**config.mk**
```make
export PLATFORM = sky130hd
export DESIGN_NAME = fifo_serial_reader
export DESIGN_NICKNAME = d
export VERILOG_FILES = /design/src/rtl/fifo_serial_pkg.sv /design/src/rtl/fifo_serial_reader_bit_timer.sv /design/src/rtl/fifo_serial_reader.sv
export SDC_FILE = /design/constraint.sdc
export NUM_CORES = 1
export LEC_CHECK = 0
export BUFFER_PORTS_ARGS = -buffer_cell sky130_fd_sc_hd__buf_2
export CAP_MARGIN = 0
export CORE_AREA = 2 2 39 41
export CTS_CLUSTER_DIAMETER = 120
export DETAILED_ROUTE_END_ITERATION = 10
export DIE_AREA = 0 0 41 43
export GPL_TIMING_DRIVEN = 0
export HOLD_SLACK_MARGIN = 0.1
export MAX_ROUTING_LAYER = met4
export PLACE_DENSITY = 0.79
export SETUP_SLACK_MARGIN = 0.1
export SLEW_MARGIN = 15
export SYNTH_ARGS = -nofsm -noshare
export SYNTH_HDL_FRONTEND = slang
export SYNTH_SLANG_ARGS = --single-unit
```
**constraint.sdc**
```tcl
create_clock -name clk -period 3.6 [get_ports clk]
set_input_delay 0.36 -clock clk [delete_from_list [all_inputs] [get_ports clk]]
set_output_delay 0.36 -clock clk [all_outputs]
set_load 0.01 [all_outputs]
```
**src/rtl/fifo_serial_pkg.sv**
```systemverilog
// -----------------------------------------------------------------------------
// fifo_serial_pkg
// Shared definitions for fifo_serial_reader and its bit_timer.
//   state_t   : FSM state encoding (IDLE=0 .. STOP=6, 3 bits)
//   LINE_IDLE : serial line level while idle / during the stop bit
//   START_BIT : serial line level of the start bit
// -----------------------------------------------------------------------------
package fifo_serial_pkg;

    typedef enum logic [2:0] {
        IDLE   = 3'd0,
        REQ    = 3'd1,
        WAIT   = 3'd2,
        START  = 3'd3,
        DATA   = 3'd4,
        PARITY = 3'd5,
        STOP   = 3'd6
    } state_t;

    localparam logic LINE_IDLE = 1'b1;
    localparam logic START_BIT = 1'b0;

endpackage

```
**src/rtl/fifo_serial_reader_bit_timer.sv**
```systemverilog
// -----------------------------------------------------------------------------
// bit_timer
// Counts clocks within one serial bit period. The count runs 0..bit_time-1 and
// wraps by itself; tick_last flags the final clock of each bit period.
// Ports:
//   clk       in  system clock, rising edge
//   rst       in  synchronous active-high reset
//   clear     in  hold the count at zero (used while no bit is on the line)
//   tick_last out high on the last clock of a bit period
// -----------------------------------------------------------------------------
module bit_timer #(
    parameter int bit_time       = 4,
    parameter int tick_cnt_width = 2
) (
    input  logic clk,
    input  logic rst,
    input  logic clear,
    output logic tick_last
);

    localparam logic [tick_cnt_width-1:0] TICK_MAX = tick_cnt_width'(bit_time - 1);

    logic [tick_cnt_width-1:0] tick;

    always_ff @(posedge clk) begin
        if (rst || clear) begin
            tick <= '0;
        end else if (tick == TICK_MAX) begin
            tick <= '0;
        end else begin
            tick <= tick + 1'b1;
        end
    end

    assign tick_last = (tick == TICK_MAX);

endmodule

```
**src/rtl/fifo_serial_reader.sv**
```systemverilog
// -----------------------------------------------------------------------------
// fifo_serial_reader
// Consumer end of the synchronous FIFO. While enabled it pops one word at a
// time and sends it as a serial frame: start bit, data bits LSB first,
// optional even-parity bit, stop bit. Each bit lasts bit_time clocks.
//
// Optional feature: define FIFO_SERIAL_PARITY_EN to insert the parity bit.
//
// Ports:
//   clk             in  system clock, rising edge
//   rst             in  synchronous active-high reset
//   enable          in  permit starting new frames
//   stack_empty     in  FIFO empty flag
//   fifo_data       in  FIFO registered data out (valid the cycle after a pop)
//   read_from_stack out one-cycle FIFO pop request
//   serial_out      out serial line, idle high
//   busy            out high whenever the FSM is not in IDLE
//   word_done       out one-cycle pulse on the last clock of the stop bit
// -----------------------------------------------------------------------------
module fifo_serial_reader
    import fifo_serial_pkg::*;
#(
    parameter int word_width     = 4,
    parameter int bit_time       = 4,
    parameter int bit_cnt_width  = 3,
    parameter int tick_cnt_width = 2
) (
    input  logic                  clk,
    input  logic                  rst,
    input  logic                  enable,
    input  logic                  stack_empty,
    input  logic [word_width-1:0] fifo_data,
    output logic                  read_from_stack,
    output logic                  serial_out,
    output logic                  busy,
    output logic                  word_done
);

    localparam logic [bit_cnt_width-1:0] LAST_IDX = bit_cnt_width'(word_width - 1);

    state_t                   state;
    state_t                   state_nxt;
    logic [word_width-1:0]    shift_reg;
    logic [bit_cnt_width-1:0] bit_idx;
    logic                     tick_last;
    logic                     timer_clear;
`ifdef FIFO_SERIAL_PARITY_EN
    logic                     parity_bit;
`endif

    // The timer only runs while a bit is on the line, so every START begins
    // on a fresh bit period regardless of how long REQ/WAIT or IDLE lasted.
    assign timer_clear = (state == IDLE) || (state == REQ) || (state == WAIT);

    bit_timer #(
        .bit_time       (bit_time),
        .tick_cnt_width (tick_cnt_width)
    ) u_bit_timer (
        .clk       (clk),
        .rst       (rst),
        .clear     (timer_clear),
        .tick_last (tick_last)
    );

    always_ff @(posedge clk) begin
        if (rst) begin
            state     <= IDLE;
            shift_reg <= '0;
            bit_idx   <= '0;
`ifdef FIFO_SERIAL_PARITY_EN
            parity_bit <= 1'b0;
`endif
        end else begin
            state <= state_nxt;
            if (state == WAIT) begin
                // FIFO data out is valid one cycle after the pop request.
                shift_reg <= fifo_data;
                bit_idx   <= '0;
`ifdef FIFO_SERIAL_PARITY_EN
                parity_bit <= ^fifo_data;
`endif
            end else if ((state == DATA) && tick_last) begin
                shift_reg <= shift_reg >> 1;
                bit_idx   <= (bit_idx == LAST_IDX) ? '0 : bit_idx + 1'b1;
            end
        end
    end

    always_comb begin
        state_nxt       = state;
        serial_out      = LINE_IDLE;
        read_from_stack = 1'b0;
        word_done       = 1'b0;
        case (state)
            IDLE: begin
                if (enable && !stack_empty) state_nxt = REQ;
            end
            REQ: begin
                read_from_stack = 1'b1;
                state_nxt       = WAIT;
            end
            WAIT: begin
                state_nxt = START;
            end
            START: begin
                serial_out = START_BIT;
                if (tick_last) state_nxt = DATA;
            end
            DATA: begin
                serial_out = shift_reg[0];
                if (tick_last && (bit_idx == LAST_IDX)) begin
`ifdef FIFO_SERIAL_PARITY_EN
                    state_nxt = PARITY;
`else
                    state_nxt = STOP;
`endif
                end
            end
`ifdef FIFO_SERIAL_PARITY_EN
            PARITY: begin
                serial_out = parity_bit;
                if (tick_last) state_nxt = STOP;
            end
`endif
            STOP: begin
                serial_out = LINE_IDLE;
                if (tick_last) begin
                    word_done = 1'b1;
                    // Chain straight into the next pop so frames go out
                    // back to back with no idle bit between them.
                    state_nxt = (enable && !stack_empty) ? REQ : IDLE;
                end
            end
            default: begin
                state_nxt = IDLE;
            end
        endcase
    end

    assign busy = (state != IDLE);

endmodule

```
Yosys cells after proc, flatten, opt, wreduce, memory -nomap -nowiden
Cells that the tools add are included.

storage, ports and cells
  bits in registers = 12
  input bits = 8
  output and inout bits = 4
  logic and storage cells = 43

operators by class
  add/sub/neg operators = 2
  eq/ne operators = 11
  multiplexer cells = 13
  reductions and logical operators = 13

operators with widths
  cell                   number
  $pmux W3 S6            1
  $mux W3                5
  $eq A3 B2 Y1 const B   3
  $mux W4                2
  $eq A3 B3 Y1 const B   2
  $mux W1                4
  $ne A2 B1 Y1 const B   2
  $ne A2 B2 Y1 const B   2
  $reduce_and A4 Y1      1
  $reduce_or A2 Y1       2
  $add A3 B1 Y3 const B  1
  $eq A3 B1 Y1 const B   1
  $logic_and A1 B1 Y1    3
  $logic_not A3 Y1       1
  $logic_or A1 B1 Y1     3
  $reduce_bool A3 Y1     1
  $add A2 B1 Y2 const B  1
  $eq A2 B2 Y1 const B   1
  $pmux W1 S2            1
  $reduce_bool A2 Y1     1
  $logic_not A1 Y1       1

Longest topological paths before layout
  depth after elaboration = 5
  depth in mapped cells = 5
  mapped depth without buffers = 4

Hierarchy
From an unflattened synthesis, not the netlist that was laid out.

unflattened totals
  cells, all modules = 74
  area total of the unflattened synthesis = 619.3 um2

by module, submodules not included
  module              times used  cells an instance  area each (um2)  seq. area each (um2)
  fifo_serial_reader  1           69                 539.3            200.2
  bit_timer           1           5                  80.1             40.0

Worst setup path after synthesis
No wires, ideal clock.

  path type = reg2out
  start point = register state[0]
  end point = output port busy
  arrival time = 0.985 ns
  data required time = 3.240 ns
  path slack = 2.255 ns
  stages on the path, launching flop included = 3
  cells stage by stage = dfxtp_1 -> buf_2 -> or3_2

between the ends
  word-level cells in the longest chain between the ends = 1

RTL lines
  item                      RTL line                   source
  start: declaration        fifo_serial_reader.sv:41   state_t state;
  start signal: assignment  fifo_serial_reader.sv:74   state <= state_nxt;
  $reduce_bool A3 Y1        fifo_serial_reader.sv:140  assign busy = (state != IDLE);
  end: declaration          fifo_serial_reader.sv:35   output logic busy,

Every way passes these cells.

Final worst setup path
Ends and elaborated chain as after synthesis.

==> results.json <==
{
  "antennaDiodeCount": 0,
  "h-tree-depth": 1,
  "grt_pass1_vias": 503,
  "maxCapViolCount": 0,
  "grt-ovfl-total": 0,
  "layout_setup_ws_ns": 1.80,
  "routedWlPerCell_microns": 12.0,
  "ctsHoldBuffers": 0,
  "p_leak_nw": 0.294,
  "tightest_slew_ns": 0.502,
  "hpwl_microns": 873,
  "status": "finished, final reports clean",
  "placed_cell_area_sq_um": 717,
  "port_buffers": 10,
  "antenna_found_initial": 0,
  "min_path_type": "in2reg",
  "row_count": 14,
  "grt_max_degree": 11,
  "cts_resized": 0,
  "cp-start-kind": "flop",
  "drt_iter0_drc": 6,
  "clk_pin_slew_worst_paths_ns": 0.07,
  "setup_violations": 0,
  "yosysUniqueCellTypes": 29,
  "firstDrtPassIters": 4,
  "fin_area_sq_um": 753,
  "async_flop_share": 0,
  "synth_ff_type": "dfxtp_1",
  "core_area_sq_um": 1380,
  "min_to": "shift_reg[3]$_SDFFE_PP0P_",
  "wirelength_microns": 1240,
  "crit_fanout": 10,
  "postCtsSetupBuffers": 0,
  "min_path_cells": 3,
  "layout-drive-gt1-share": 0.284,
  "fp.dieW_microns": 41,
  "finalCritPeriodShare": 0.499,
  "io_pins": 12,
  "yosys-top-cells-area": "dfxtp_1 (37%), a311oi_2 (7.0%), nand2_1 (6.4%)",
  "finalPower_uw": 321,
  "clock_latency_ns": 0.28,
  "synth_edf_count": 0,
  "yosysTopAreaCell": "dfxtp_1",
  "worstPathRequired_ns": 3.24,
  "clock_sinks": 12,
  "final_max_slew_viol_count": 0,
  "area_delta_synth_final_pct": 16.4,
  "max_slew_margin": 0.665,
  "yosysMostFrequentCell": "dfxtp_1",
  "largest_register_ffs": 4,
  "cts_tree": "yes",
  "synth_area_sq_um": 647,
  "synth_seq_area_share": 0.371,
  "syn_avg_cell_area_sq_um": 8.74,
  "skew_ns": 0.00107,
  "grt_pass1_wl_microns": 1970,
  "ys_ff_latch": 12,
  "die_area_sq_um": 1760,
  "max_freq_mhz": 556,
  "synthCells": 74,
  "post-route-drc-count": 0,
  "finalNonFillerCells": 104,
  "critPathArrivalTime_ns": 1.44,
  "power_density_nw_per_um2": 426,
  "ant_nets": 0,
  "place.gp.congestion": 0.696,
  "reg2regPathDepth": 5,
  "via_per_inst": 5.42,
  "cts-buffers-inserted": 3,
  "fp.dieH_microns": 43,
  "r2r_start": "u_bit_timer.tick[0]$_SDFF_PP0_",
  "hold_viol_final": 0,
  "yosysWarnings": 0,
  "via_count": 564,
  "yosysTopAreaCellShare": 0.371,
  "tns_ns": 0,
  "layout.nets": 99,
  "rsz0062_at_grt": "no",
  "start_util": 0.467,
  "dp_slack_ns": 2.11,
  "syn_nets": 84,
  "netlist_top_cells_count": "dfxtp_1 (12), nand2_1 (11), a21oi_1 (5)",
  "worstHoldStart": "fifo_data[3]",
  "crit_type": "reg2out",
  "place_inst": 100,
  "fin_crit_ns": 1.80,
  "vdd_drop_max_mv": 0.203,
  "rrSetupSlack_ns": 2.14,
  "root_buffer": "clkbuf_4",
  "grt_use_total": 0.168,
  "cts_buffer_depth": 2,
  "rr_endpoint": "shift_reg[0]$_SDFFE_PP0P_",
  "endpoint_kind": "output port"
}
-- per-layer routing --
metal | track usage | up-vias | part of all wire
met3 | 0.0628 | 3 | 0.038
met2 | 0.259 | 10 | 0.45
met1 | 0.192 | 254 | 0.49
met4 | 0.0600 | 0 | 0.013
met5 | - | - | 0
li1 | - | 297 | -
-- through the flow --
step	hold WS [ns]	utilization
2_1_floorplan	0.404	-
3_3_place_gp	0.413	0.518
3_5_place_dp	0.427	0.518
4_1_cts	0.319	0.544
5_1_grt	0.349	0.544
6_report	0.322	0.544
-- worst max-delay path, cell delays in order, from the launching register on --
cell and delay (ns):
dfxtp_1 0.36, buf_2 0.19, or3_2 0.47, buf_2 0.15
-- report_power, final --
group | switching, mW | leakage, nW | internal [mW] | total [mW]
Sequential | 0.00784 | 0.0978 | 0.143 | 0.150
Combinational | 0.0317 | 0.176 | 0.0294 | 0.0611
Clock | 0.0474 | 0.0210 | 0.0617 | 0.109
Total | 0.0870 | 0.294 | 0.234 | 0.321
-- layout make-up --
class | instances | area, sq um
buffer | 6 | 35.0
clock buffer | 4 | 36.3
fill | 133 | 631
inverter | 3 | 13.8
multi-input combinational | 53 | 358
sequential | 12 | 240
tap | 16 | 20.0
timing repair buffer | 10 | 50.0
-- worst max path at each step --
stage                           from  slack, ns  cells after the start  endpoint
2_1_floorplan  state[0]$_SDFFE_PP0P_       2.26                      2      busy
6_report       state[0]$_SDFFE_PP0P_       1.80                      3      busy
3_5_place_dp   state[0]$_SDFFE_PP0P_       2.11                      3      busy
5_1_grt        state[0]$_SDFFE_PP0P_       1.74                      3      busy
3_3_place_gp   state[0]$_SDFFE_PP0P_       2.12                      3      busy
4_1_cts        state[0]$_SDFFE_PP0P_       1.80                      3      busy
-- logic make-up (layout without fill, tap and decap cells) --
family / after synthesis / after routing / synth area share
buffers and inverters: 9 / 23 / 0.0754
AOI/OAI and AO/OA: 13 / 13 / 0.161
and+or+nand+nor: 38 / 38 / 0.354
adders and majority gates: 2 / 2 / 0.0387
DFF: 12 / 12 / 0.371
-- placed cells by master, fill, tap and decap left out, drive strengths merged --
master,count
clkbuf,5
nor3b,3
nand3,3
nand2b,3
nand4bb,1
a31oi,2
and4b,1
and3b,1
a21oi,5
o21ai,1
or3b,1
nor4b,1
buf,15
nand3b,3
a211oi,1
nand2,11
or4,1
ha,2
and4bb,1
nor4,2
a311oi,3
or3,1
nand4,1
a221oi,1
dfxtp,12
nor2,4
inv,3
Note: power is estimated with default switching activity, not from simulation.
